**src/rtl/fetch_ctrl_pkg.sv**
```systemverilog
// Shared types and defaults for the instruction-fetch sequencer.
package fetch_ctrl_pkg;

  localparam int XLEN_DEF            = 64;
  localparam int IMEM_DEPTH_DEF      = 2048;
  localparam int IMEM_DATA_WIDTH_DEF = 32;
  localparam int INST_BYTES          = 4;
  localparam logic [63:0] RESET_PC_DEF = 64'h0;

  typedef enum logic [1:0] {
    ST_BOOT   = 2'd0,
    ST_RUN    = 2'd1,
    ST_DRAIN  = 2'd2,
    ST_HALTED = 2'd3
  } fetch_state_e;

endpackage

```
**src/rtl/fetch_ctrl_if.sv**
```systemverilog
// Fetch-side bus: instruction-memory port plus the IF/ID handshake.
//
// Handshake: an instruction transfers on a cycle where o_inst_valid and
// i_inst_ready are both high. While o_inst_valid is high and i_inst_ready is
// low, o_inst/o_inst_pc stay stable until the transfer, a redirect or a reset.
// Memory port: i_im_rdata carries the word addressed by o_im_addr one cycle
// after o_im_en was high.
interface fetch_ctrl_if
  import fetch_ctrl_pkg::*;
#(
  parameter int XLEN            = XLEN_DEF,
  parameter int IMEM_ADDR_WIDTH = $clog2(IMEM_DEPTH_DEF),
  parameter int IMEM_DATA_WIDTH = IMEM_DATA_WIDTH_DEF
);
  logic                       o_im_en;
  logic [IMEM_ADDR_WIDTH-1:0] o_im_addr;
  logic [IMEM_DATA_WIDTH-1:0] i_im_rdata;
  logic                       o_inst_valid;
  logic                       i_inst_ready;
  logic [IMEM_DATA_WIDTH-1:0] o_inst;
  logic [XLEN-1:0]            o_inst_pc;

  modport master (
    output o_im_en, o_im_addr, o_inst_valid, o_inst, o_inst_pc,
    input  i_im_rdata, i_inst_ready
  );

  modport slave (
    input  o_im_en, o_im_addr, o_inst_valid, o_inst, o_inst_pc,
    output i_im_rdata, i_inst_ready
  );
endinterface

```
**src/rtl/fetch_skid_buf.sv**
```systemverilog
// One-entry skid buffer for {inst, pc}. Captures a memory response that
// decode could not take, and releases it once decode accepts.
module fetch_skid_buf #(
  parameter int XLEN = 64,
  parameter int DW   = 32
) (
  input  logic            clk,
  input  logic            rst,
  input  logic            flush_i,
  input  logic            resp_valid_i,
  input  logic            ready_i,
  input  logic [DW-1:0]   inst_i,
  input  logic [XLEN-1:0] pc_i,
  output logic            valid_o,
  output logic            valid_nxt_o,
  output logic [DW-1:0]   inst_o,
  output logic [XLEN-1:0] pc_o
);
  logic            valid_q, valid_d;
  logic [DW-1:0]   inst_q;
  logic [XLEN-1:0] pc_q;
  logic            capture, drain;

  assign capture = resp_valid_i && !ready_i && !valid_q && !flush_i;
  assign drain   = valid_q && ready_i;

  // Occupancy next state: flush beats capture, capture beats release.
  always_comb begin
    valid_d = valid_q;
    if (flush_i)      valid_d = 1'b0;
    else if (capture) valid_d = 1'b1;
    else if (drain)   valid_d = 1'b0;
  end

  // Storage: payload is only written on capture.
  always_ff @(posedge clk) begin
    if (rst) begin
      valid_q <= 1'b0;
      inst_q  <= '0;
      pc_q    <= '0;
    end else begin
      valid_q <= valid_d;
      if (capture) begin
        inst_q <= inst_i;
        pc_q   <= pc_i;
      end
    end
  end

  assign valid_o     = valid_q;
  assign valid_nxt_o = valid_d;
  assign inst_o      = inst_q;
  assign pc_o        = pc_q;
endmodule

```
**src/rtl/fetch_ctrl.sv**
```systemverilog
// Instruction-fetch sequencer: owns the fetch PC, drives a 1-cycle-latency
// instruction memory and presents instructions to decode over valid/ready.
// Optional build macro: FETCH_CTRL_PERF_EN enables the performance counters.
module fetch_ctrl
  import fetch_ctrl_pkg::*;
#(
  parameter int              XLEN            = XLEN_DEF,
  parameter int              IMEM_DEPTH      = IMEM_DEPTH_DEF,
  parameter int              IMEM_ADDR_WIDTH = $clog2(IMEM_DEPTH),
  parameter int              IMEM_DATA_WIDTH = IMEM_DATA_WIDTH_DEF,
  parameter logic [XLEN-1:0] RESET_PC        = XLEN'(RESET_PC_DEF)
) (
  input  logic             clk,
  input  logic             rst,
  input  logic             i_redirect_valid,
  input  logic [XLEN-1:0]  i_redirect_pc,
  input  logic             i_halt,
  output logic             o_halted,
  output logic [63:0]      o_perf_fetched,
  output logic [63:0]      o_perf_stall,
  output fetch_state_e     o_dbg_state,
  fetch_ctrl_if.master     bus
);
  fetch_state_e              state_q;
  logic                      halted_q;
  logic [XLEN-1:0]           fetch_pc_q, inflight_pc_q;
  logic                      inflight_q;
  logic                      redirect, run, issue;
  logic [XLEN-1:0]           redirect_pc, issue_pc;
  logic                      buf_valid, buf_valid_nxt;
  logic [IMEM_DATA_WIDTH-1:0] buf_inst;
  logic [XLEN-1:0]           buf_pc;

  // Reset wins over redirect; the low target bits are forced to zero.
  assign redirect    = i_redirect_valid && !rst;
  assign redirect_pc = {i_redirect_pc[XLEN-1:2], 2'b00};
  assign run         = (state_q == ST_RUN) && !rst;

  // Issue only when a response has somewhere to go next cycle; a redirect in
  // RUN always issues since it squashes everything that is pending.
  assign issue    = run && (redirect ||
                    (!buf_valid && !(inflight_q && !bus.i_inst_ready)));
  assign issue_pc = redirect ? redirect_pc : fetch_pc_q;

  assign bus.o_im_en   = issue;
  assign bus.o_im_addr = issue_pc[IMEM_ADDR_WIDTH+1:2];

  fetch_skid_buf #(
    .XLEN (XLEN),
    .DW   (IMEM_DATA_WIDTH)
  ) u_skid (
    .clk          (clk),
    .rst          (rst),
    .flush_i      (redirect),
    .resp_valid_i (inflight_q),
    .ready_i      (bus.i_inst_ready),
    .inst_i       (bus.i_im_rdata),
    .pc_i         (inflight_pc_q),
    .valid_o      (buf_valid),
    .valid_nxt_o  (buf_valid_nxt),
    .inst_o       (buf_inst),
    .pc_o         (buf_pc)
  );

  // Output mux: buffered entry first, otherwise the arriving response passes straight through.
  always_comb begin
    bus.o_inst    = '0;
    bus.o_inst_pc = '0;
    if (buf_valid) begin
      bus.o_inst    = buf_inst;
      bus.o_inst_pc = buf_pc;
    end else if (inflight_q) begin
      bus.o_inst    = bus.i_im_rdata;
      bus.o_inst_pc = inflight_pc_q;
    end
    bus.o_inst_valid = !rst && !redirect && (buf_valid || inflight_q);
  end

  // Fetch PC and in-flight tracking; any arriving response is either taken or buffered.
  always_ff @(posedge clk) begin
    if (rst) begin
      fetch_pc_q    <= RESET_PC;
      inflight_q    <= 1'b0;
      inflight_pc_q <= '0;
    end else begin
      inflight_q <= issue;
      if (issue) begin
        inflight_pc_q <= issue_pc;
        fetch_pc_q    <= issue_pc + XLEN'(INST_BYTES);
      end else if (redirect) begin
        fetch_pc_q <= redirect_pc;
      end
    end
  end

  // Run/drain/halt sequencing. DRAIN never issues, so it is drained once the buffer empties.
  always_ff @(posedge clk) begin
    if (rst) begin
      state_q  <= ST_BOOT;
      halted_q <= 1'b0;
    end else begin
      case (state_q)
        ST_BOOT: begin
          state_q  <= i_halt ? ST_DRAIN : ST_RUN;
          halted_q <= 1'b0;
        end
        ST_RUN: begin
          if (i_halt) state_q <= ST_DRAIN;
        end
        ST_DRAIN: begin
          if (!i_halt) begin
            state_q <= ST_RUN;
          end else if (!buf_valid_nxt) begin
            state_q  <= ST_HALTED;
            halted_q <= 1'b1;
          end
        end
        ST_HALTED: begin
          if (!i_halt) begin
            state_q  <= ST_RUN;
            halted_q <= 1'b0;
          end
        end
        default: begin
          state_q  <= ST_BOOT;
          halted_q <= 1'b0;
        end
      endcase
    end
  end

  assign o_halted    = halted_q;
  assign o_dbg_state = state_q;

`ifdef FETCH_CTRL_PERF_EN
  logic [63:0] perf_fetched_q, perf_stall_q;

  // Accepted-instruction and backpressure-cycle counters, free-running with wrap.
  always_ff @(posedge clk) begin
    if (rst) begin
      perf_fetched_q <= '0;
      perf_stall_q   <= '0;
    end else begin
      if (bus.o_inst_valid && bus.i_inst_ready)  perf_fetched_q <= perf_fetched_q + 64'd1;
      if (bus.o_inst_valid && !bus.i_inst_ready) perf_stall_q   <= perf_stall_q + 64'd1;
    end
  end

  assign o_perf_fetched = perf_fetched_q;
  assign o_perf_stall   = perf_stall_q;
`else
  assign o_perf_fetched = '0;
  assign o_perf_stall   = '0;
`endif

`ifndef SYNTHESIS
  // Redirect targets are expected to be word-aligned.
  a_redirect_aligned: assert property (@(posedge clk) disable iff (rst)
    i_redirect_valid |-> (i_redirect_pc[1:0] == 2'b00));
`endif
endmodule
```
**src/flat_wrapper.sv**
```systemverilog
// flat-port wrapper written by rule: the top's interface ports become plain ports
module fetch_ctrl_flat import fetch_ctrl_pkg::*;
#(
  parameter int              XLEN            = XLEN_DEF,
  parameter int              IMEM_DEPTH      = IMEM_DEPTH_DEF,
  parameter int              IMEM_ADDR_WIDTH = $clog2(IMEM_DEPTH),
  parameter int              IMEM_DATA_WIDTH = IMEM_DATA_WIDTH_DEF,
  parameter logic [XLEN-1:0] RESET_PC        = XLEN'(RESET_PC_DEF)
)
  (clk, rst, i_redirect_valid, i_redirect_pc, i_halt, o_halted, o_perf_fetched, o_perf_stall, o_dbg_state, bus_o_im_en, bus_o_im_addr, bus_o_inst_valid, bus_o_inst, bus_o_inst_pc, bus_i_im_rdata, bus_i_inst_ready);
  fetch_ctrl_if #(.XLEN(XLEN), .IMEM_ADDR_WIDTH(IMEM_ADDR_WIDTH), .IMEM_DATA_WIDTH(IMEM_DATA_WIDTH)) bus_i ();
  input  logic clk;
  input  logic rst;
  input  logic i_redirect_valid;
  input  logic [XLEN-1:0] i_redirect_pc;
  input  logic i_halt;
  output logic o_halted;
  output logic [63:0] o_perf_fetched;
  output logic [63:0] o_perf_stall;
  output fetch_state_e o_dbg_state;
  output wire logic [$bits(bus_i.o_im_en)-1:0] bus_o_im_en;
  output wire logic [$bits(bus_i.o_im_addr)-1:0] bus_o_im_addr;
  output wire logic [$bits(bus_i.o_inst_valid)-1:0] bus_o_inst_valid;
  output wire logic [$bits(bus_i.o_inst)-1:0] bus_o_inst;
  output wire logic [$bits(bus_i.o_inst_pc)-1:0] bus_o_inst_pc;
  input wire logic [$bits(bus_i.i_im_rdata)-1:0] bus_i_im_rdata;
  input wire logic [$bits(bus_i.i_inst_ready)-1:0] bus_i_inst_ready;
  assign bus_o_im_en = bus_i.o_im_en;
  assign bus_o_im_addr = bus_i.o_im_addr;
  assign bus_o_inst_valid = bus_i.o_inst_valid;
  assign bus_o_inst = bus_i.o_inst;
  assign bus_o_inst_pc = bus_i.o_inst_pc;
  assign bus_i.i_im_rdata = bus_i_im_rdata;
  assign bus_i.i_inst_ready = bus_i_inst_ready;
  fetch_ctrl #(.XLEN(XLEN), .IMEM_DEPTH(IMEM_DEPTH), .IMEM_ADDR_WIDTH(IMEM_ADDR_WIDTH), .IMEM_DATA_WIDTH(IMEM_DATA_WIDTH), .RESET_PC(RESET_PC)) u_core (.clk(clk), .rst(rst), .i_redirect_valid(i_redirect_valid), .i_redirect_pc(i_redirect_pc), .i_halt(i_halt), .o_halted(o_halted), .o_perf_fetched(o_perf_fetched), .o_perf_stall(o_perf_stall), .o_dbg_state(o_dbg_state), .bus(bus_i));
endmodule
```
**config.mk**
```make
export PLATFORM = sky130hd
export DESIGN_NAME = fetch_ctrl_flat
export DESIGN_NICKNAME = d
export VERILOG_FILES = /design/src/rtl/fetch_ctrl_pkg.sv /design/src/rtl/fetch_ctrl_if.sv /design/src/rtl/fetch_skid_buf.sv /design/src/rtl/fetch_ctrl.sv /design/src/flat_wrapper.sv
export SDC_FILE = /design/constraint.sdc
export NUM_CORES = 1
export LEC_CHECK = 0
export ABC_AREA = 1
export ABC_CLOCK_PERIOD_IN_PS = 4700
export CORE_UTILIZATION = 54
export CTS_CLUSTER_DIAMETER = 200
export DETAILED_ROUTE_END_ITERATION = 7
export PLACE_DENSITY = 0.87
export REMOVE_ABC_BUFFERS = 1
export SYNTH_ARGS = -nofsm -noshare
export SYNTH_HDL_FRONTEND = slang
export SYNTH_SLANG_ARGS = --single-unit
```
**constraint.sdc**
```tcl
create_clock -name clk -period 4.7 [get_ports clk]
set_input_delay 1.41 -clock clk [delete_from_list [all_inputs] [get_ports clk]]
set_output_delay 1.41 -clock clk [all_outputs]
set_load 0.005 [all_outputs]
```
* After elaboration in Yosys (flattened, before gate mapping)
Index checks and enable logic that the tools add are counted.
Cells by class: reductions and logical operators 21, equal/unequal tests 8, add/subtract/negate cells 1, muxes and demuxes 19
Operators with widths (count):
- $mux 64 | 4
- $add 64x3->64 const B | 1
- $mux 32 | 2
- $logic_and 1x1->1 | 10
- $mux 2 | 5
- $ne 2x2->1 const B | 4
- $pmux 2 s4 | 1
- $mux 1 | 6
- $logic_not 1->1 | 5
- $eq 2x2->1 const B | 2
- $reduce_and 4->1 | 1
- $ne 3x3->1 const B | 1
- $pmux 1 s3 | 1
- $reduce_and 3->1 | 1
- $reduce_bool 3->1 | 1
- $eq 2x1->1 const B | 1
- $logic_not 2->1 | 1
- $logic_or 1x1->1 | 2
Storage, ports and cells: word-level logic and storage cells 57, output and inout bits 240, input bits 101, bits in registers 229

* Depth between registers and ports, before layout
Gate-level depths: netlist of run 1.
depth in word-level cells 9, mapped depth 16, mapped depth without buffers 15

* Hierarchy
A second synthesis of run 1 with hierarchy kept.
Unflattened totals: cell total of the unflattened synthesis 2436, area, all modules 14791.7 um2
By module, submodules not included:
- fetch_ctrl | sequential area each 2642.5 um2, area each 10426.2 um2, cells each 1800, instances 1
- fetch_skid_buf | sequential area each 1941.9 um2, area each 4365.4 um2, cells each 636, instances 1

* Worst setup path before layout of run 1
No wires, ideal clock.
kind input to output, start input port rst, end output port bus_o_inst_valid, data required time 3290 ps, path buffers 4, slack 745 ps, cell stages on the path 7, arrival time 2545 ps, path through inv_2 > buf_4 > buf_2 > clkbuf_1 > clkbuf_1 > nand2_1 > nor2_1
On the way: cells in the longest elaborated chain, start to end 5
RTL lines:
- start, declared | line flat_wrapper.sv:13 | input logic rst;
- $logic_not 1->1 * | line fetch_ctrl.sv:35, fetch_ctrl.sv:76
- $logic_and 1x1->1 | line fetch_ctrl.sv:35 | assign redirect = i_redirect_valid && !rst;
- $logic_not 1->1 | line fetch_ctrl.sv:76 | bus.o_inst_valid = !rst && !redirect && (buf_valid || inflight_q);
- $logic_and 1x1->1 * (2 in a row) | line fetch_ctrl.sv:76
- end, declared | line flat_wrapper.sv:23 | output wire logic [$bits(bus_i.o_inst_valid)-1:0] bus_o_inst_valid;
Every way passes the cells marked *; elsewhere a longest branch is shown, timed or not.

* Worst setup path in the final report of run 1
start input port i_redirect_valid, end output port bus_o_im_addr[0]
On the way: cells in the longest elaborated chain, start to end 2
RTL lines:
- start, declared | line flat_wrapper.sv:14 | input logic i_redirect_valid;
- $logic_and 1x1->1 | line fetch_ctrl.sv:35
- $mux 64 | line fetch_ctrl.sv:43 | assign issue_pc = redirect ? redirect_pc : fetch_pc_q;
- end, declared | line flat_wrapper.sv:22 | output wire logic [$bits(bus_i.o_im_addr)-1:0] bus_o_im_addr;
No other way between the ends.

==> impl.org, run 1 <==
** Status
- The flow ran to the end, and the final reports show no timing, DRC or antenna violations.

** Pwr
- The share of total power dissipated in combinational logic is 12.6%.
- The internal portion of the total power is 0.00346 W.
- Worst IR drop on VDD :: 230 uV
- Clock group share of total power :: 43.0%
- Power, Total :: 0.00467 W
- In this run switching power makes up 26.0% of total power.
- For this design the ratio of total power to cell area is 298 nW/um^2.
- The analysis attributes to cell leakage a power of 6.21 nW.
- Summed over all nets, the switching power comes to 0.00121 W.
- The share of total power dissipated in sequential elements is 44.4%.

** Yosys
- Avg Inst Size Synth :: 6.50 um^2
- Counting flops with a built-in enable in the synthesized netlist gives 0.
- Synth area leader :: sky130_fd_sc_hd__dfxtp_1
- Number of warnings printed during yosys synthesis :: 0
- Post-Syn Area :: 13000 um^2
- Primary FF master, synth :: sky130_fd_sc_hd__dfxtp_1
- Cells after Synth :: 2006
- The synthesized design devotes to its leading area cell type 35.2% of total area.
- Async SR Flop Fraction :: 0%
- Number of register bits inferred by synthesis :: 229
- By instance count, the leading cell after synthesis is sky130_fd_sc_hd__nand2_1.
- Sequential cells were found to cover 35.2% of the synthesized design area.
- After synthesis, the netlist uses 32 different library cells.
- Largest cells by area after synthesis :: sky130_fd_sc_hd__dfxtp_1 (35%), sky130_fd_sc_hd__o21ai_0 (12%), sky130_fd_sc_hd__nand2_1 (10%)
- Ranked by instance count, the synthesized netlist is headed by sky130_fd_sc_hd__nand2_1 (351), sky130_fd_sc_hd__o21ai_0 (302), sky130_fd_sc_hd__inv_1 (232).

** Global route
- For this run the aggregate overflow at the end of global routing stands at 0.
- The first global-routing pass estimated 58300 um of wire.
- Global routing used 29.2% of the available tracks across all layers.
- The initial antenna violation count came to 0.
- The number of global-route vias before repair is 11800.
- Pin count of the biggest net entering global routing :: 160

** Critical path
- Critical path data arrival time :: 3.23 ns
- CP bufs+invs :: 3
- The cell that appears most often on the critical path is sky130_fd_sc_hd__clkdlybuf4s50_1.
- Endpoint kind of the worst setup timing path :: output pin
- Critical setup path kind :: input port to output pin
- On the critical path the largest part of the delay comes from buffers and inverters.
- Walking the worst path, the cells encountered are clkdlybuf4s50_1 > nand2_8 > o21ai_1 > inv_1 > clkdlybuf4s50_1.
- CP startpoint kind :: input port
- Required time at the worst-slack endpoint :: 3.29 ns
- On the worst path, the slowest cell contributes a delay of 0.68 ns.
- Highest net fanout along the worst path :: 25
- Cell with the biggest individual delay on the critical path :: sky130_fd_sc_hd__clkdlybuf4s50_1

** STA
- The worst path meets setup with 0.0629 ns of slack.
- Of the available clock period, the critical path in the final layout requires 98.7%.
- For the pin with the worst max-slew slack, the measured transition is 1.29 ns.
- The count of pins over their slew limit was 0.
- Max Clock Skew :: 0.0177 ns
- Setup repair after global routing left no endpoint under its margin.
- Maximum achievable frequency :: 216 MHz
- Final setup fails :: 0
- Relative max-transition margin :: 14.2%
- Summed over all failing endpoints, the final setup total negative slack is 0 ns.
- Post-route worst hold slack :: 0.442 ns
- Counting I/O delays and the setup requirement, the final critical path takes 4.64 ns.
- The final-report hold violation count came to 0.

** Cells and area
- Area growth from synthesis to layout :: 20.2%
- In the final layout, the share of cells above drive strength 1 is 6.83%.
- With fillers left out, the area of the finished cells amounts to 15700 um^2.
- Filler cell count :: 2080
- The net count of the finished layout is 2263.
- The number of antenna diodes in the final layout is 0.

** Route
- In the detailed route, the total length drawn on met3 is 2070 um.
- For this run, design rule violations remaining after detail routing come to 0.
- In this run the remaining antenna-violating nets after routing total 0.
- Pre-antenna DRT Iters :: 8
- DRT met1 WL :: 16800 um
- In this run the top signal layer used is met4.
- In the routed layout, each cell is associated on average with a via count of 5.25.
- Via Count :: 13100
- Routed wire length :: 37200 um
- Iteration-0 DRC count of the detailed router :: 925
- Dividing the detail-routed wire length by the instance count gives 14.9 um.
- Metal2 WL :: 17700 um

** Clock tree
- CTS tree :: yes
- Counting along the longest clock path gives a buffer depth of 3.
- The clock net in this run drives a total of 229 sinks.
- Clock transition time at the flip-flop clock pins of the worst setup and hold paths :: 0.06 ns
- Clock latency on the worst-skew pair :: 0.52 ns
- The number of clock buffers added by TritonCTS is 25.
- CTS built an H-tree with a depth of 1.
- Clock tree root buffer cell :: sky130_fd_sc_hd__clkbuf_16
- Quantity of hold-fixing buffers added after cts :: 0

** Floorplan
- In this run the vertical extent of the chip is 157 um.
- Number of top-level pins :: 341
- Core footprint :: 23500 um^2
- Area enclosed by the die boundary :: 24800 um^2
- From left edge to right edge, the die measures 157 um.
- Starting density of the core :: 55.4%
- Number of core rows :: 56

** Worst hold path
- Path type of the worst min-delay path :: register to register

** Placement
- During placement, the flow inserted port buffers numbering 210.
- Routability-driven placement congestion ratio :: 0.930
- Instance area at placement :: 14800 um^2
- Half-perimeter wire length of the detailed placement result :: 26900 um
- Setup WS pre-CTS :: 0.0527 ns

** Job
- The tool flagged a number of max-cap violations equal to 0.
==> what timing repair did <==
action | CTS | global route
endpoints found under the hold margin | 0 | 0
buffers inserted | 0 | 0
resized for setup | 0 | 1
setup endpoints to repair | 0 | 1
==> per-layer routing <==
metal	track usage, %	vias to the layer above
li1	-	6548
met1	39.2	6090
met2	50.2	420
met3	2.86	54
met4	6.70	0
met5	0	-
==> state kept, by name, summed over array words and instances (netlist names) <==
name	cells
u_core.fetch_pc_q	64
u_core.u_skid.valid_o	1
u_core.o_dbg_state	2
u_core.u_skid.pc_o	64
u_core.inflight_q	1
u_core.inflight_pc_q	64
u_core.o_halted	1
u_core.u_skid.inst_o	32
==> power by group through the flow <==
stage	sequential, W	combinational [W]	clock (W)
4_1_cts	0.00207	0.000583	0.00204
6_report	0.00207	0.000589	0.00201
5_1_grt	0.00208	0.000661	0.00212
3_5_place_dp	0.00211	0.000577	0
3_3_place_gp	0.00211	0.000562	0
2_1_floorplan	0.00210	0.000321	0
==> logic make-up after synthesis <==
group | count (synthesis) | synth area share (%)
AO/OA/AOI/OAI | 512 | 19.9
adder cells (fa/ha/maj) | 1 | 0.0959
flip-flops | 229 | 35.2
other | 1 | 0.0288
AND/OR/NAND/NOR | 772 | 26.0
buffers and inverters | 491 | 18.8
==> final timing paths <==
path | cells past startpoint | slack (ns) | start | to
max | 5 | 0.06 | i_redirect_valid | bus_o_im_addr[0]
min | 2 | 0.44 | u_core.fetch_pc_q[1] | u_core.fetch_pc_q[1]
max reg2reg | 13 | 1.43 | u_core.u_skid.valid_o | u_core.fetch_pc_q[53]
min reg2reg | 2 | 0.44 | u_core.fetch_pc_q[1] | u_core.fetch_pc_q[1]
==> worst min-delay path, cell delays in order (launching register included) <==
cell	delay (ns)
sky130_fd_sc_hd__dfxtp_1	0.31
sky130_fd_sc_hd__inv_1	0.05
sky130_fd_sc_hd__nor2_1	0.04
==> through the flow <==
stage	utilization, %	instances
after global placement	62.9	2453
after detailed placement	62.9	2453
final	66.6	2499
after floorplan	-	1880
after global routing	66.6	2499
after CTS	66.5	2499
==> cell type report <==
| class | count | area, um^2 | share of cell area (%) |
|---|---|---|---|
| inverters | 238 | 901 | 5.75 |
| flip-flops and latches | 229 | 4590 | 29.3 |
| well taps | 319 | 399 | 2.55 |
| multi-input cells | 1413 | 6490 | 41.4 |
| repair buffers | 254 | 2440 | 15.6 |
| clock inverters | 11 | 119 | 0.758 |
| clock buffers | 35 | 733 | 4.68 |
==> layout by cell type (no fill, tap or decap), types with 3 or more instances in the layout <==
cell | synthesis | routed
sky130_fd_sc_hd__nand2_1 | 351 | 351
sky130_fd_sc_hd__o21ai_0 | 302 | 302
sky130_fd_sc_hd__inv_1 | 232 | 231
sky130_fd_sc_hd__dfxtp_1 | 229 | 228
sky130_fd_sc_hd__clkdlybuf4s50_1 | 0 | 210
sky130_fd_sc_hd__a21oi_1 | 192 | 192
sky130_fd_sc_hd__nand3_1 | 176 | 176
sky130_fd_sc_hd__nor2_1 | 153 | 153
sky130_fd_sc_hd__conb_1 | 1 | 128
sky130_fd_sc_hd__buf_4 | 150 | 43
sky130_fd_sc_hd__clkbuf_16 | 0 | 25
sky130_fd_sc_hd__nor3_1 | 22 | 22
sky130_fd_sc_hd__nor2_2 | 19 | 19
sky130_fd_sc_hd__nand2_2 | 15 | 15
sky130_fd_sc_hd__nand4_1 | 15 | 15
sky130_fd_sc_hd__o21ai_1 | 9 | 9
sky130_fd_sc_hd__nor2_4 | 8 | 8
sky130_fd_sc_hd__clkbuf_8 | 0 | 7
sky130_fd_sc_hd__inv_2 | 6 | 5
sky130_fd_sc_hd__o21ai_2 | 5 | 5
sky130_fd_sc_hd__clkinv_2 | 0 | 5
sky130_fd_sc_hd__nand3_2 | 3 | 3
sky130_fd_sc_hd__nand3b_1 | 3 | 3
sky130_fd_sc_hd__clkbuf_1 | 81 | 3
Note: power is estimated with default switching activity, not from simulation.
==> inputs of run 2 (changes only) <==
--- a/config.mk
+++ b/config.mk
@@ -6,11 +6,11 @@
 export NUM_CORES = 1
 export LEC_CHECK = 0
 export ABC_AREA = 1
-export ABC_CLOCK_PERIOD_IN_PS = 4700
-export CORE_UTILIZATION = 54
+export ABC_CLOCK_PERIOD_IN_PS = 4300
+export CORE_UTILIZATION = 50
 export CTS_CLUSTER_DIAMETER = 200
 export DETAILED_ROUTE_END_ITERATION = 7
-export PLACE_DENSITY = 0.87
+export PLACE_DENSITY = 0.82
 export REMOVE_ABC_BUFFERS = 1
 export SYNTH_ARGS = -nofsm -noshare
 export SYNTH_HDL_FRONTEND = slang
==> constraint.sdc (replaced) <==
create_clock -name clk -period 4.3 [get_ports clk]
set_input_delay 1.29 -clock clk [delete_from_list [all_inputs] [get_ports clk]]
set_output_delay 1.29 -clock clk [all_outputs]
set_load 0.005 [all_outputs]
==> run 2 against run 1 <==
  * Combinational power increased by 12%
  * Setup slack improved by 0.047 ns
  * Clock-buffer cell count increased by 4
  * Register-to-register slack got worse by 0.34 ns
  * Global-route usage decreased by 2.3 points
  * Final cell count increased by 2.5%
  * Die area increased by 7.9%
  * Largest power group unchanged
  * Highest routed layer unchanged
==> impl.org, run 2 (same netlist as run 1, synthesis figures left out) <==
** Status
- The run finished with clean final reports.

** Global route
- The initial antenna violation count is 0 (unchanged).
- Global-route wire length before repair :: 58300 um (about the same)
- The pin count of the biggest net entering global routing is 141 (-12%).
- Overflow after GRT :: 0 (unchanged)
- Overall routing resource usage :: 26.9% (-2.3 points)
- Number of global-route vias before repair :: 11400 (-3.4%)

** Route
- Via Count :: 13100 (-0.33%)
- The length of the first detailed-routing pass in iterations came to 5 (-3).
- The number of vias per cell came to 5.10 (-2.8%).
- The number of routed nets with antenna violations was 0 (unchanged).
- The wire length after detailed routing was 37000 um (-0.51%).
- The number of violations reported at the end of detailed-routing iteration 0 came to 915 (-1.1%).
- The final routed wire length divided by cell count is 14.5 um (-3.0%).
- DRC errors left :: 0 (unchanged)

** Placement
- The last weighted congestion value of the routability-driven placer came to 0.953 (+2.4%).
- Instance area at placement :: 15200 um^2 (+2.8%)
- The number of port buffers is 210 (unchanged).
- The minimum setup slack after placement is 0.0411 ns (-0.0115 ns).
- The half-perimeter wire length of the detailed placement result was 26700 um (-0.84%).

** Critical path
- Cell Chain, Critical Path :: clkdlybuf4s50_1 > buf_6 > nor2_4 > nand2_1 > nand2_2 > clkdlybuf4s50_1
- Critical path data arrival time :: 2.90 ns (-0.33 ns)
- Setup slack of the most critical reg-to-reg path :: 1.09 ns (-0.34 ns)
- Cell with the biggest individual delay on the critical path :: sky130_fd_sc_hd__clkdlybuf4s50_1
- Highest net fanout along the worst path :: 13 (-48%)
- Capturing element of the worst setup path :: bus_o_im_addr[7]
- The startpoint identified for the worst register-to-register timing path is u_core.inflight_q.
- The critical path is of the input port to output pin type.
- Required time at the worst-slack endpoint :: 3.01 ns (-0.28 ns)
- Worst Setup SP :: rst
- The worst path buffer plus inverter count was 3 (unchanged).
- Endpoint kind of the worst setup timing path :: output pin
- The logic depth of the worst register-to-register path came to 11 (-2).
- In this design, the largest share of critical-path delay is due to buffers and inverters.
- Logic depth of the worst path, buffers included :: 6 (+1)
- The worst setup path is launched from an input port.
- Largest stage delay on the critical path :: 0.51 ns (-0.17 ns)
- Destination of the worst register-to-register timing path :: u_core.fetch_pc_q[45]
- Among the stages of the critical path, the cell type that occurs most often is sky130_fd_sc_hd__clkdlybuf4s50_1.

** Pwr
- Worst IR drop on VDD :: 250 uV (+8.7%)
- Power density over cell area :: 319 nW/um^2 (+7.2%)
- The leakage dissipation is 6.50 nW (+4.7%).

** Clock tree
- Clock tree root buffer cell :: sky130_fd_sc_hd__clkbuf_16
- The worst-case clock buffer depth was 3 (unchanged).
- TritonCTS built the clock tree.
- Clk sink count :: 229 (unchanged)
- The number of CTS-inserted buffers came to 26 (+4.0%).
- The number of H-tree levels came to 1 (unchanged).
- Clock latency on the worst-skew pair :: 0.54 ns (+0.02 ns)
- The clock-pin transition on the worst setup and hold timing paths came to 0.06 ns (about the same).

** Floorplan
- The die area is 26700 um^2 (+7.9%).
- Starting density of the core :: 51.3% (-4.0 points)
- The number of placement rows was 58 (+3.6%).
- The horizontal die dimension was 163 um (+3.9%).
- Die Ht :: 163 um (+3.9%)
- The number of ports placed on the die boundary was 341 (unchanged).
- Core footprint :: 25400 um^2 (+7.9%)

** STA
- Based on the critical path, the design can be clocked at up to 239 MHz.
- Dividing the final minimum period by the clock period gives 97.4%.
- The smallest hold slack was 0.431 ns (-0.0108 ns).
- Final WS setup :: 0.110 ns (+0.0473 ns)
- The final number of setup-violating endpoints came to 0 (unchanged).
- Setup repair after global routing missed its margin :: no
- The tightest slew margin relative to the limit came to 21.4% (+7.2 points).
- The final-report hold violation count was 0 (unchanged).
- The setup TNS came to 0 ns (unchanged).
- The count of pins over their slew limit is 0 (unchanged).
- Max Clock Skew :: 0.0107 ns (-0.00706 ns)
- Post-layout minimum cycle time :: 4.19 ns
- Pin slew with the least headroom to its limit :: 1.18 ns (-0.107 ns)

** Cells and area
- Utilization of the core after routing :: 63.4% (-3.2 points)
- Ant diodes :: 0 (unchanged)
- The area of all placed cells without fillers is 16100 um^2 (+2.8%).
- Filler cell count :: 2291 (+10%)
- Fraction of layout instances using a drive strength above 1 :: 8.92% (+2.1 points)
- Most common cell after layout, fill and taps aside :: sky130_fd_sc_hd__nand2_1
- From synthesis to final layout, the design area changed by 23.5%.
- The final net count was 2315 (+2.3%).
- In the layout the commonest cells are sky130_fd_sc_hd__nand2_1 (351), sky130_fd_sc_hd__o21ai_0 (302), sky130_fd_sc_hd__inv_1 (231), sky130_fd_sc_hd__dfxtp_1 (228), sky130_fd_sc_hd__clkdlybuf4s50_1 (209).

** Job
- Reported max-cap violation count :: 0 (unchanged)

** Worst hold path
- The tightest min-delay check is of the register to register type.
==> run 2: what timing repair did <==
| action | in CTS | in global routing |
|---|---|---|
| setup endpoints to repair | 0 | 3 |
| hold buffers | 0 | 0 |
| hold endpoints to repair | 0 | 0 |
| buffers inserted | 0 | 0 |
| gates resized for setup | 0 | 3 |
==> run 2: how the worst min path moves through the flow <==
stage,start,to,slack (ns),cells past startpoint
floorplan,u_core.fetch_pc_q[0],u_core.fetch_pc_q[0],0.41,2
global placement,u_core.fetch_pc_q[0],u_core.fetch_pc_q[0],0.42,2
detailed placement,u_core.fetch_pc_q[1],u_core.fetch_pc_q[1],0.42,2
CTS,u_core.fetch_pc_q[1],u_core.fetch_pc_q[1],0.43,2
global route,u_core.fetch_pc_q[0],u_core.fetch_pc_q[0],0.45,2
finish,u_core.fetch_pc_q[1],u_core.fetch_pc_q[1],0.43,2
==> run 2: tightest hold or removal path, cell delays in order (launching register included) <==
cell and delay, ns:
sky130_fd_sc_hd__dfxtp_1 0.31, sky130_fd_sc_hd__inv_1 0.05, sky130_fd_sc_hd__nor2_1 0.03
==> run 2: through the flow <==
stage                     cells  total power, W
after global placement     2515         0.00295
after floorplan            1880         0.00265
final                      2562         0.00514
after detailed placement   2515         0.00296
after global routing       2562         0.00536
after CTS                  2562         0.00518
==> run 2: power breakdown <==
group | total (W) | switching [W] | internal (W) | leakage (nW)
registers | 0.00227 | 0.0000555 | 0.00221 | 1.87
logic | 0.000662 | 0.000389 | 0.000272 | 4.20
clock network | 0.00221 | 0.000903 | 0.00131 | 0.429
total | 0.00514 | 0.00135 | 0.00380 | 6.50
==> run 2: layer usage <==
metal / global-route usage (%) / vias up / share of wire [%]
li1: - / 6650 / -
met1: 37.0 / 5970 / 46
met2: 45.0 / 402 / 46
met3: 2.84 / 47 / 5.9
met4: 6.36 / 0 / 1.9
met5: 0 / - / 0
==> run 2: layout make-up <==
type	count	area, um^2	share of cell area, %
clock buffers	39	779	4.84
clock inverters	8	80.1	0.497
inverters	238	901	5.59
multi-input cells	1413	6490	40.3
flip-flops and latches	229	4590	28.5
well taps	330	413	2.56
repair buffers	305	2860	17.7
==> inputs of run 3 (changes only) <==
--- a/config.mk
+++ b/config.mk
@@ -6,11 +6,11 @@
 export NUM_CORES = 1
 export LEC_CHECK = 0
 export ABC_AREA = 1
-export ABC_CLOCK_PERIOD_IN_PS = 4300
-export CORE_UTILIZATION = 50
+export ABC_CLOCK_PERIOD_IN_PS = 3550
+export CORE_UTILIZATION = 45
 export CTS_CLUSTER_DIAMETER = 200
 export DETAILED_ROUTE_END_ITERATION = 7
-export PLACE_DENSITY = 0.82
+export PLACE_DENSITY = 0.78
 export REMOVE_ABC_BUFFERS = 1
 export SYNTH_ARGS = -nofsm -noshare
 export SYNTH_HDL_FRONTEND = slang
==> constraint.sdc (replaced) <==
create_clock -name clk -period 3.55 [get_ports clk]
set_input_delay 1.065 -clock clk [delete_from_list [all_inputs] [get_ports clk]]
set_output_delay 1.065 -clock clk [all_outputs]
set_load 0.005 [all_outputs]
==> run 3 against run 2 <==
  * Sequential cell count unchanged
  * Register-to-register slack got worse by 0.44 ns
  * Wire length increased by 6.7%
  * Core utilization decreased by 3.5 points
  * First-iteration DRC count decreased by 6.4%
  * Largest power group unchanged
  * Setup slack got worse by 0.013 ns
  * Clock skew increased by 0.0089 ns
  * Sequential share of layout area decreased by 1.3 points
  * Critical path depth increased by 1
==> impl.org, run 3 (same netlist as run 1, synthesis figures left out) <==
** Cells and area
- Most common cell after layout, fill and taps aside :: sky130_fd_sc_hd__nand2_1
- Relative to the synthesized area, the layout overhead comes to 29.3%.
- In the layout the commonest cells are sky130_fd_sc_hd__nand2_1 (351), sky130_fd_sc_hd__o21ai_0 (302), sky130_fd_sc_hd__inv_1 (231), sky130_fd_sc_hd__dfxtp_1 (228), sky130_fd_sc_hd__clkdlybuf4s50_1 (207).
- Fraction of layout instances using a drive strength above 1 :: 12.3% (+3.3 points)
- Finished layout cell area :: 16900 um^2 (+4.7%)
- Final nets :: 2401 (+3.7%)

** Floorplan
- Area enclosed by the die boundary :: 29700 um^2 (+11%)
- Starting density of the core :: 46.3% (-5.0 points)
- Die Ht :: 172 um (+5.3%)
- The horizontal die dimension came to 172 um (+5.3%).
- Number of top-level pins :: 341 (unchanged)
- Number of core rows :: 61 (+5.2%)
- The core footprint came to 28200 um^2 (+11%).

** STA
- The smallest hold slack came to 0.425 ns (-0.00607 ns).
- The worst clock skew came to 0.0196 ns (+0.00894 ns).
- The worst path in the final design needs a cycle of 3.45 ns, including I/O delays and setup.
- Pin slew with the least headroom to its limit :: 1.13 ns (-0.0524 ns)
- Final total negative setup slack :: 0 ns (unchanged)
- Dividing the final minimum period by the clock period gives 97.3%.
- Relative max-transition margin :: 24.9% (+3.5 points)
- Setup repair after global routing left no endpoint under its margin.
- Maximum achievable frequency :: 290 MHz
- Number of endpoints with negative hold slack in the final report :: 0 (unchanged)
- Max Slew Vio Count :: 0 (unchanged)
- Final setup fails :: 0 (unchanged)

** Critical path
- The top fanout value on the critical path came to 11 (-2).
- Required time at the worst-slack endpoint :: 2.48 ns (-0.53 ns)
- STA classifies the critical path startpoint as an input port.
- The data arrival time of the worst path is 2.39 ns (-0.51 ns).
- The worst setup path is captured at an output pin.
- Critical setup path kind :: input port to output pin

** Route
- The wire length after detailed routing came to 39500 um (+6.7%).
- The number of routed nets with antenna violations is 0 (unchanged).
- Via Count :: 13500 (+3.1%)
- Drt wl/cell :: 14.7 um (+1.4%)
- The number of violations reported at the end of detailed-routing iteration 0 is 856 (-6.4%).
- The length of the first detailed-routing pass in iterations was 5 (unchanged).
- The number of vias per cell is 5.00 (-2.0%).
- DRC errors left :: 0 (unchanged)

** Pwr
- The leakage dissipation came to 6.93 nW (+6.6%).
- Worst IR drop on VDD :: 302 uV (+21%)
- The power per cell area is 368 nW/um^2 (+15%).

** Global route
- Global-route wire length before repair :: 60400 um (+3.7%)
- Overflow after GRT :: 0 (unchanged)
- Pin count of the biggest net entering global routing :: 129 (-8.5%)
- The initial antenna violation count came to 1 (+1).
- The number of global-route vias before repair is 12100 (+5.4%).
- The total track usage is 25.4% (-1.5 points).

** Job
- The reported max-cap violation count was 0 (unchanged).

** Clock tree
- Clock tree root buffer cell :: sky130_fd_sc_hd__clkbuf_16
- TritonCTS built the clock tree.
- Clock latency on the worst-skew pair :: 0.53 ns (about the same)
- Maximum number of buffers from clock root to sink :: 3 (unchanged)
- Clk sink count :: 229 (unchanged)
- Clock transition time at the flip-flop clock pins of the worst setup and hold paths :: 0.06 ns (about the same)
- The number of H-tree levels is 1 (unchanged).
- The number of CTS-inserted buffers was 25 (-3.8%).

** Placement
- Instance area at placement :: 16000 um^2 (+5.0%)
- The half-perimeter wire length of the detailed placement result is 28900 um (+8.2%).
- Routability-driven placement congestion ratio :: 0.937 (-1.7%)
- The number of port buffers is 210 (unchanged).

** Worst hold path
- The worst hold path belongs to the class register to register.

** Status
- The run finished with clean final reports.
## run 3: cell types whose count changed in the layout (fill, tap and decap cells not counted), sizes merged
cell	delta
buf	+85
clkdlybuf4s50	-2
dlygate4sd2	+2
clkbuf	-1
clkinv	-1
clkinvlp	+1
diode	+1
dlymetal6s2s	-1
inv	+1
nand2	+1
## run 3: report_power, final
group          total [W]  internal, W  switching [W]
clock network    0.00257      0.00148        0.00109
logic           0.000892     0.000388       0.000504
registers        0.00274      0.00268      0.0000594
## run 3: repair_timing
| item | in CTS | in global routing |
|---|---|---|
| buffers inserted | 0 | 1 |
| gates cloned | 1 | 1 |
| gates resized for setup | 4 | 3 |
| endpoints found under the setup margin | 13 | 25 |
| hold buffers | 0 | 0 |
| pin swaps | 2 | 0 |
## run 3: final timing paths
kind	start	end	slack [ns]	depth (start not counted)
worst min register to register	u_core.fetch_pc_q[1]	u_core.fetch_pc_q[1]	0.43	2
worst min-delay path	u_core.fetch_pc_q[1]	u_core.fetch_pc_q[1]	0.43	2
worst max register to register	u_core.u_skid.valid_o	u_core.fetch_pc_q[63]	0.65	13
worst max-delay path	rst	bus_o_im_addr[0]	0.1	7
## run 3: layer usage
layer	vias up	routed length [um]	global-route usage [%]
met5	-	0	0
met4	0	695	6.54
met3	58	2190	2.93
met2	395	18600	43.6
met1	6198	18100	33.7
li1	6828	-	-
## run 3: critical path, stage by stage
cell and delay [ns]:
sky130_fd_sc_hd__dlygate4sd2_1 0.28, sky130_fd_sc_hd__inv_6 0.12, sky130_fd_sc_hd__nand2_4 0.12, sky130_fd_sc_hd__nand2_1 0.08
sky130_fd_sc_hd__o21ai_1 0.07, sky130_fd_sc_hd__inv_1 0.12, sky130_fd_sc_hd__clkdlybuf4s50_1 0.51
## run 3: area by class of cell
cell class / count / area [um^2]
fillers: 2560 / 11300
multi-input cells: 1414 / 6490
flip-flops and latches: 229 / 4590
repair buffers: 391 / 3610
inverters: 238 / 901
clock buffers: 36 / 717
well taps: 378 / 473
clock inverters: 9 / 80.1
diodes: 1 / 2.50
## run 3: per-stage QoR
step | util, % | power, W | cells | setup WS [ns]
finish | 59.9 | 0.00620 | 2696 | 0.0975
global route | 59.9 | 0.00647 | 2696 | 0.0214
CTS | 59.7 | 0.00623 | 2693 | 0.00457
detailed placement | 56.8 | 0.00367 | 2647 | -0.220
global placement | 56.8 | 0.00364 | 2647 | -0.213
floorplan | - | 0.00321 | 1880 | -4.85
